### src/rtl/fifo_stream_drain_pkg.sv
// Shared types and constants for the FIFO read-side drain stage.
package fifo_stream_drain_pkg;

  typedef enum logic [1:0] {
    IDLE = 2'd0,
    RUN  = 2'd1,
    STOP = 2'd2
  } drain_state_e;

  // Depth of the skid buffer that absorbs the FIFO read latency.
  localparam int SKID_DEPTH = 2;
  // Occupancy counter width: must hold 0..SKID_DEPTH.
  localparam int OCC_W      = $clog2(SKID_DEPTH + 1);

endpackage

### src/rtl/fifo_stream_drain_skid.sv
// Two-entry in-order skid buffer. slot0 is the head and drives the stream.
// The caller guarantees no push when full and no pop when empty.
module fifo_stream_drain_skid
  import fifo_stream_drain_pkg::*;
#(
  parameter int W = 16
) (
  input  logic             clk,
  input  logic             rst_n,
  input  logic             push,
  input  logic [W-1:0]     din,
  input  logic             pop,
  output logic [OCC_W-1:0] occ,
  output logic [W-1:0]     head
);

  logic [W-1:0] slot0, slot1;

  assign head = slot0;

  // Occupancy and slot update; push+pop together keeps occ and order.
  always_ff @(posedge clk) begin
    if (!rst_n) begin
      occ   <= '0;
      slot0 <= '0;
      slot1 <= '0;
    end else begin
      case ({push, pop})
        2'b10: begin
          if (occ == '0) slot0 <= din;
          else           slot1 <= din;
          occ <= occ + OCC_W'(1);
        end
        2'b01: begin
          slot0 <= slot1;
          occ   <= occ - OCC_W'(1);
        end
        2'b11: begin
          if (occ == OCC_W'(1)) begin
            slot0 <= din;
          end else begin
            slot0 <= slot1;
            slot1 <= din;
          end
        end
        default: ;
      endcase
    end
  end

endmodule

### src/rtl/fifo_stream_drain.sv
// Read-side consumer for the synchronous FIFO: issues pops, absorbs the
// one-cycle read latency in a skid buffer and emits a framed valid/ready
// stream with burst last markers, a beat counter and a sticky underflow flag.
module fifo_stream_drain
  import fifo_stream_drain_pkg::*;
#(
  parameter int FIFO_WIDTH = 16,
  parameter int BURST_LEN  = 4,
  parameter int CNT_WIDTH  = 16
) (
  input  logic                  clk,
  input  logic                  rst_n,
  input  logic                  en,
  output logic                  fifo_rd_en,
  input  logic [FIFO_WIDTH-1:0] fifo_data_out,
  input  logic                  fifo_empty,
  input  logic                  fifo_underflow,
  output logic [FIFO_WIDTH-1:0] m_data,
  output logic                  m_valid,
  input  logic                  m_ready,
  output logic                  m_last,
  output logic                  busy,
  output logic                  underflow_err,
  output logic [CNT_WIDTH-1:0]  beat_cnt_total
);

  // BURST_LEN=1 still needs a 1-bit index; it simply stays at zero.
  localparam int             IDX_W    = (BURST_LEN > 1) ? $clog2(BURST_LEN) : 1;
  localparam logic [IDX_W-1:0] IDX_LAST = IDX_W'(BURST_LEN - 1);

  drain_state_e     state, state_nxt;
  logic             pending;
  logic [OCC_W-1:0] occ;
  logic [IDX_W-1:0] idx;
  logic             hs;

  // Words already held plus the one in flight must leave room for another.
  assign fifo_rd_en = (state == RUN) & ~fifo_empty &
                      (({1'b0, occ} + {{OCC_W{1'b0}}, pending}) < (OCC_W+1)'(SKID_DEPTH));

  assign m_valid = (occ != '0);
  assign hs      = m_valid & m_ready;
  assign m_last  = m_valid & (idx == IDX_LAST);
  assign busy    = (state != IDLE);

  fifo_stream_drain_skid #(
    .W (FIFO_WIDTH)
  ) u_skid (
    .clk   (clk),
    .rst_n (rst_n),
    .push  (pending),
    .din   (fifo_data_out),
    .pop   (hs),
    .occ   (occ),
    .head  (m_data)
  );

  // Next-state: STOP waits for the in-flight word and the skid to drain.
  always_comb begin
    state_nxt = state;
    case (state)
      IDLE:    if (en) state_nxt = RUN;
      RUN:     if (!en) state_nxt = STOP;
      STOP: begin
        if (en)                              state_nxt = RUN;
        else if ((occ == '0) && !pending)    state_nxt = IDLE;
      end
      default: state_nxt = IDLE;
    endcase
  end

  // State register.
  always_ff @(posedge clk) begin
    if (!rst_n) state <= IDLE;
    else        state <= state_nxt;
  end

  // In-flight read tracker; reset drops any word still returning.
  always_ff @(posedge clk) begin
    if (!rst_n) pending <= 1'b0;
    else        pending <= fifo_rd_en;
  end

  // Burst index survives STOP/IDLE so framing resumes where it left off.
  always_ff @(posedge clk) begin
    if (!rst_n)  idx <= '0;
    else if (hs) idx <= (idx == IDX_LAST) ? '0 : idx + IDX_W'(1);
  end

  // Total accepted beats, free-running wrap.
  always_ff @(posedge clk) begin
    if (!rst_n)  beat_cnt_total <= '0;
    else if (hs) beat_cnt_total <= beat_cnt_total + CNT_WIDTH'(1);
  end

  // Sticky underflow flag; informational only, never stalls the datapath.
  always_ff @(posedge clk) begin
    if (!rst_n)              underflow_err <= 1'b0;
    else if (fifo_underflow) underflow_err <= 1'b1;
  end

endmodule

### config.mk
export PLATFORM = sky130hd
export DESIGN_NAME = fifo_stream_drain
export DESIGN_NICKNAME = d
export VERILOG_FILES = /design/src/rtl/fifo_stream_drain_pkg.sv /design/src/rtl/fifo_stream_drain_skid.sv /design/src/rtl/fifo_stream_drain.sv
export SDC_FILE = /design/constraint.sdc
export NUM_CORES = 1
export LEC_CHECK = 0
export CAP_MARGIN = 20
export CORE_ASPECT_RATIO = 1.1
export CORE_MARGIN = 2
export CORE_UTILIZATION = 35
export DETAILED_ROUTE_END_ITERATION = 8
export HOLD_SLACK_MARGIN = 0.03
export PLACE_DENSITY = 0.56
export SLEW_MARGIN = 20
export SYNTH_ARGS = -nofsm -noshare
export SYNTH_HDL_FRONTEND = slang
export SYNTH_HIERARCHICAL = 1
export SYNTH_SLANG_ARGS = --single-unit
### constraint.sdc
create_clock -name clk -period 3.8 [get_ports clk]
set_clock_uncertainty 0.15 [all_clocks]
set_input_delay 0.76 -clock clk [delete_from_list [all_inputs] [get_ports clk]]
set_output_delay 0.76 -clock clk [all_outputs]
set_load 0.02 [all_outputs]
==> results of run 1 <==
## placed cells by master (no fill, tap or decap), drive strengths merged, types with 6 or more instances in the layout
cell,n
clkdlybuf4s50,58
dfxtp,56
a21oi,37
o21ai,35
nor2,18
o211ai,16
o31ai,16
a311oi,16
nand2,13
xnor2,9
buf,9
ha,8
inv,8
nand3,6
and2,6
clkbuf,6
## cell families (layout without fill, tap and decap cells)
| group | count (synthesis) | count (layout) | share of synthesized area |
|---|---|---|---|
| DFF | 56 | 56 | 0.4040 |
| xor gates and xnor gates | 13 | 13 | 0.04103 |
| buffers and inverters | 36 | 84 | 0.06312 |
| AOI/OAI and AO/OA | 124 | 124 | 0.3016 |
| and+or+nand+nor | 70 | 70 | 0.1434 |
| muxes | 3 | 3 | 0.01082 |
| adders and majority gates | 8 | 8 | 0.03607 |
## power groups by stage
stage | Clock, mW | Combinational (mW) | Sequential, mW
finish | 0.392 | 0.669 | 0.727
global route | 0.423 | 0.741 | 0.739
CTS | 0.406 | 0.677 | 0.728
detailed placement | 0 | 0.676 | 0.741
global placement | 0 | 0.669 | 0.740
floorplan | 0 | 0.383 | 0.806
## per-layer routing
layer,GRT usage,vias up,share of wire
met5,0,-,0
met4,0.03963,0,0.0075
met3,0.03823,4,0.052
met2,0.2836,71,0.49
met1,0.2250,1152,0.45
li1,-,1224,-
## layout make-up
type	instances	share of cell area
timing repair buffer	67	0.1836
multi-input combinational	218	0.4204
sequential	56	0.3176
inverter	9	0.009571
clock buffer	6	0.02056
clock inverter	2	0.009926
tap	108	0.03828
## path summary, 6_finish.rpt
kind,startpoint,end,slack (ps),cells past startpoint
setup / recovery,fifo_empty,fifo_rd_en,620,3
hold / removal,idx[1]$_SDFFE_PN0P_,idx[1]$_SDFFE_PN0P_,320,2
setup reg to reg,u_skid/occ[0]$_SDFFE_PN0P_,u_skid/head[8]$_SDFFE_PN0P_,1430,8
hold reg to reg,idx[1]$_SDFFE_PN0P_,idx[1]$_SDFFE_PN0P_,320,2
## sequential cells by signal, indices dropped and copies added, names as in the netlist
signal	count
underflow_err	1
u_skid/head	16
u_skid/slot1	16
u_skid/occ	2
pending	1
idx	2
state	2
beat_cnt_total	16
## worst register-to-register path, delay by kind of cell, from the launching register on
family	cells	cell delay (ps)
simple gates	2	590
flops	1	500
compound gates	2	410
buf+inv	3	410
fa+ha+maj	1	230
## per-stage QoR
stage | hold slack (ps) | area, um2
after floorplan | 272.6 | 2775
after global placement | 301.2 | 3417
after detailed placement | 302.6 | 3420
after CTS | 324.1 | 3527
after global routing | 341.5 | 3530
final | 322.6 | 3530
==> metrics.log, run 1 <==
[metrics] Worst Tran Pin Value: roughly 750 ps
[metrics] count of unresolved DRC violations after routing: 0
[metrics] maximum vdd ir drop: ~0.20 mV
[metrics] n_diodes: 0
[metrics] vias in the first global route: 2,415
[metrics] first-pass detailed-route iteration total: 4
[metrics] net count reported at finish: roughly 390
[metrics] fraction of final layout cells sized beyond drive strength 1: 0.1061
[metrics] sw frac: 0.3493
[metrics] cell breakdown of the critical path: clkdlybuf4s50_1 -> a2111oi_1 -> clkdlybuf4s50_1
[metrics] wire length of the first global-routing pass: 11.94 mm
[metrics] Synth top area share: 0.4040
[metrics] CTS Hold Bufs: 0
[metrics] worst relative slew slack: 0.4994
[metrics] Post-Synthesis Cells: 310
[metrics] initial core utilization: 0.3565
[metrics] combinational share of power: 0.374
[metrics] Worst EP required: between 2000 and 3000 ps
[metrics] GPL Wtd Cong: approximately 0.74
[metrics] setup slack after placement: ~550 ps
[metrics] netlist area before placement: approximately 0.0028 mm2
[metrics] HPWL Detailed: 4.635 mm
[metrics] slowest stage cell, crit path: clkdlybuf4s50_1
[metrics] share of synthesized registers carrying an async set or reset: 0
[metrics] Main synth FF type: dfxtp_1
[metrics] drt first-iter violations: 75
[metrics] kind of critical path: in2out
[metrics] core region area: 0.007785 mm2
[metrics] total clock buffers created by CTS: 5
[metrics] peak fanout along the critical path: 2
[metrics] Bufs and invs on worst path: 2
[metrics] power per unit of standard cell area: 506.6 mW/mm2
[metrics] Yosys warnings: 6
[metrics] average cell area after synthesis: around 9 um2
[metrics] cells resized by post-CTS repair: 0
[metrics] number of buffers between clock root and the deepest sink: 2
[metrics] net switching power of the design: 0.6247 mW
[metrics] worst skew pair latency: 300 ps
[metrics] combined area of the multi-input logic cells: ~0.0015 mm2
[metrics] full die area: a little under 0.009 mm2
[metrics] antenna violations before repair: 0
[metrics] outcome: finished, final reports clean
[metrics] synth unique cells: 38
[metrics] part of the Yosys area used for sequential elements: 0.4040
[metrics] critical path's largest stage delay: 700 ps
[metrics] I/O pin count: 59
[metrics] Routed Wire Length: 7.082 mm
[metrics] Filler Cell Count: 777
[metrics] TNS Setup: 0 ps
[metrics] Die Ht: roughly 97 um
[metrics] most common library cells after synthesis: 56 x dfxtp_1, 37 x a21oi_1, 33 x o21ai_0, 21 x clkbuf_1, 18 x nor2_1
[metrics] max-cap violation count: 0
[metrics] post-DR vias/cell: between 5 and 6
[metrics] worst hold path type: reg2reg
[metrics] setup-violating endpoint count in the final report: 0
[metrics] leakage power: approximately 1.2 nW
[metrics] cell types occupying the most area after synthesis: dfxtp_1 40%, a21oi_1 6.7%, o21ai_0 6.0%
[metrics] root buf cell: clkbuf_8
[metrics] hold violation total from the final report: 0
[metrics] Reg clk slew, reported paths: around 100 ps
[metrics] RSZ-0062 raised after global routing: false
[metrics] number of pins exceeding their max-slew limit in the final report: 0
[metrics] H-tree level count: 2
[metrics] number of rows created at floorplan: 34
[metrics] Antenna Nets Post-Route: 0
[metrics] dpl cells: between 400 and 500
[metrics] total clock sinks: 56
[metrics] Area Overhead vs Synth: 27.19%
[metrics] FF+latch area: between 0.001 and 0.0015 mm2
[metrics] number of standard cells in the layout, taps in and fillers out: about 470
[metrics] share of power burned in the clock network: 0.219
[metrics] clock tree from TritonCTS: yes
[metrics] cell type with the largest total area after synthesis: dfxtp_1
[metrics] number of enable-type register cells in the synthesized netlist: 0
[metrics] Startpoint Class: input pin
[metrics] crit end category: output pin
[metrics] number of post-CTS setup repair buffers: 0
[metrics] Overflow after GRT: 0
[metrics] arrival time reported for the critical path endpoint: 2270 ps
[metrics] clock period minus final worst setup slack: 3184 ps
[metrics] period utilization: 0.8378
[metrics] count leader, synth: dfxtp_1
[metrics] worst setup slack after layout: approximately 620 ps
[metrics] FMAX: 314.1 MHz
[metrics] most common cell type on the critical path: clkdlybuf4s50_1
[metrics] combined global-route utilization of all metal layers: 0.1715
[metrics] die outline width: slightly below 90 um
[metrics] Int Power: about 1.2 mW
[metrics] Routed wire per std cell: approximately 15 um
[metrics] final core utilization: 0.4534
[metrics] pin count of the biggest net entering global routing: 35
[metrics] via count: about 2,500
[metrics] share of power burned in registers: 0.407
[metrics] total power consumption of the routed design: about 1.8 mW
[metrics] count of state elements after synthesis: 56
[metrics] Mapped Nets: 340
[metrics] number of buffers inserted by port buffering: slightly below 60
[metrics] top cell family by delay on the critical path: buffers and inverters
No activity file was read; power rests on OpenSTA's default activity.
==> run 2: changes to the inputs <==
Settings changed: PLACE_DENSITY 0.56 to 0.58.
Clock period 3.8 ns to 2.77 ns, I/O delays scaled along.
==> metrics.log, run 2 (synthesis results as in run 1) <==
[metrics] total clock buffers created by CTS: 5
[metrics] setup-violating endpoint count in the final report: 0
[metrics] worst hold path type: reg2reg
[metrics] outcome: finished, final reports clean
[metrics] start point of the worst min-delay path: idx[1]$_SDFFE_PN0P_
[metrics] hold endpoint: idx[1]$_SDFFE_PN0P_
[metrics] clock period minus final worst setup slack: 2615 ps
[metrics] maximum vdd ir drop: roughly 0.21 mV
[metrics] origin of the critical flop-to-flop path: u_skid/occ[0]$_SDFFE_PN0P_
[metrics] die outline width: a little under 90 um
[metrics] wire length of the first global-routing pass: 11.22 mm
[metrics] fraction of final layout cells sized beyond drive strength 1: 0.1209
[metrics] Antenna Nets Post-Route: 0
[metrics] FF+latch area: 0.001121 mm2
[metrics] period utilization: 0.9440
[metrics] full die area: 0.008658 mm2
[metrics] H-tree level count: 2
[metrics] power per unit of standard cell area: between 600 and 700 mW/mm2
[metrics] Worst EP required: between 2000 and 3000 ps
[metrics] first-pass detailed-route iteration total: 4
[metrics] pin count of the biggest net entering global routing: 35
[metrics] kind of critical path: in2reg
[metrics] Routed wire per std cell: 13.93 um
[metrics] crit end category: flip-flop
[metrics] total power consumption of the routed design: 2.442 mW
[metrics] max-cap violation count: 0
[metrics] n_diodes: 0
[metrics] Worst Tran Pin Value: 1145 ps
[metrics] number of rows created at floorplan: 34
[metrics] post-DR vias/cell: about 5.2
[metrics] combined area of the multi-input logic cells: 0.001486 mm2
[metrics] combined global-route utilization of all metal layers: 0.1583
[metrics] count of unresolved DRC violations after routing: 0
[metrics] HPWL Detailed: roughly 4.7 mm
[metrics] leakage power: 1.213 nW
[metrics] Startpoint Class: input pin
[metrics] GPL Wtd Cong: 0.7507
[metrics] initial core utilization: 0.3565
[metrics] CTS Hold Bufs: 0
[metrics] number of buffers inserted by port buffering: 58
[metrics] final core utilization: 0.4598
[metrics] vias in the first global route: about 2,400
[metrics] arrival time reported for the critical path endpoint: 2700 ps
[metrics] number of pins exceeding their max-slew limit in the final report: 0
[metrics] antenna violations before repair: 0
[metrics] worst relative slew slack: 0.2352
[metrics] peak fanout along the critical path: 16
[metrics] Reg clk slew, reported paths: ~90 ps
[metrics] number of cells on the worst hold path: 2
[metrics] RSZ-0062 raised after global routing: false
[metrics] total cell area at the placement stage: approximately 0.0035 mm2
[metrics] Area Overhead vs Synth: 28.99%
[metrics] most common library cell in the layout ignoring fill and taps: clkdlybuf4s50_1
[metrics] Die Ht: about 100 um
[metrics] path depth of the worst reg2reg path: 7
[metrics] total clock sinks: 56
[metrics] worst skew pair latency: roughly 300 ps
[metrics] clock tree from TritonCTS: yes
[metrics] via count: ~2,500
[metrics] number of buffers between clock root and the deepest sink: 2
[metrics] FMAX: around 380 MHz
[metrics] most frequent cells in the layout: 57 x clkdlybuf4s50_1, 56 x dfxtp_1, 37 x a21oi_1, 33 x o21ai_0, 18 x nor2_1
[metrics] net count reported at finish: between 300 and 400
[metrics] Routed Wire Length: around 6.6 mm
[metrics] Filler Cell Count: between 700 and 800
[metrics] core region area: between 0.007 and 0.008 mm2
[metrics] drt first-iter violations: 94
[metrics] I/O pin count: 59
[metrics] area of all placed cells without fillers: around 0.0036 mm2
[metrics] beginning of the critical path: m_ready
[metrics] end of the worst register-to-register path: u_skid/slot1[5]$_SDFFE_PN0P_
[metrics] Overflow after GRT: 0
[metrics] root buf cell: clkbuf_8
[metrics] Register-to-Register Setup Slack: 350 ps
[metrics] hold violation total from the final report: 0
-- run 2: cell types whose count changed in the layout (fill, tap and decap cells not counted) --
cell and delta:
a2111oi_1 -1, a2111oi_2 +1, buf_4 +6, clkdlybuf4s50_1 -1
dlymetal6s2s_1 +1, nor2_1 +1, nor2_2 -1
-- run 2: worst max-delay path: stages --
cell             delay [ps]
clkdlybuf4s50_1         490
o21ai_1                 100
inv_2                    90
inv_1                    40
ha_1                    200
nor2b_1                 880
o211ai_1                150
a21oi_1                 180
-- run 2: report_power, final --
group / switching [mW] / total (mW) / internal, mW
clock network: 0.257 / 0.526 / 0.269
logic: 0.497 / 0.923 / 0.426
registers: 0.0769 / 0.993 / 0.916
total: 0.831 / 2.44 / 1.61
-- run 2: final cells by class --
class                           instances  share of cell area
Multi-Input combinational cell        218              0.4152
Sequential cell                        56              0.3132
Timing Repair Buffer                   73              0.1943
Tap cell                              108             0.03775
Clock buffer                            6             0.02027
Clock inverter                          2            0.009787
Inverter                                9            0.009437
-- run 2: stage by stage --
step / TNS (ps) / hold WS (ps) / cells / setup WS (ps)
global placement: -2484 / 297.4 / 463 / -157.5
detailed placement: -2092 / 309.4 / 464 / -147.0
global route: 0 / 341.4 / 472 / 1.076
finish: 0 / 321.6 / 472 / 155.0
floorplan: 0 / 272.6 / 310 / 185.6
CTS: 0 / 324.4 / 472 / 77.09
-- run 2: repair_timing --
item | CTS | global route
resized for setup | 1 | 1
setup buffers | 0 | 0
cloned | 0 | 0
endpoints found under the setup margin | 1 | 1
-- run 2: layer usage --
layer / vias up / wire [um] / global-route usage
li1: 1241 / - / -
met3: 6 / 414 / 0.03568
met4: 0 / 65 / 0.04312
met2: 89 / 3049 / 0.2555
met5: - / 0 / 0
met1: 1128 / 3047 / 0.2100
-- run 2: how the worst max path moves through the flow --
stage	endpoint	slack, ps	cells past startpoint
4_1_cts	fifo_rd_en	80	3
2_1_floorplan	u_skid/head[0]$_SDFFE_PN0P_	190	11
5_1_grt	u_skid/slot1[0]$_SDFFE_PN0P_	1	8
6_report	u_skid/slot1[5]$_SDFFE_PN0P_	160	8
3_3_place_gp	u_skid/slot1[11]$_SDFFE_PN0P_	-160	8
3_5_place_dp	u_skid/slot1[5]$_SDFFE_PN0P_	-150	8
==> run 3: changes to the inputs <==
Settings changed: SKIP_LAST_GASP from default to 1.
==> results of run 3 <==
Final layout, timing and power as in run 2 (identical DEF).
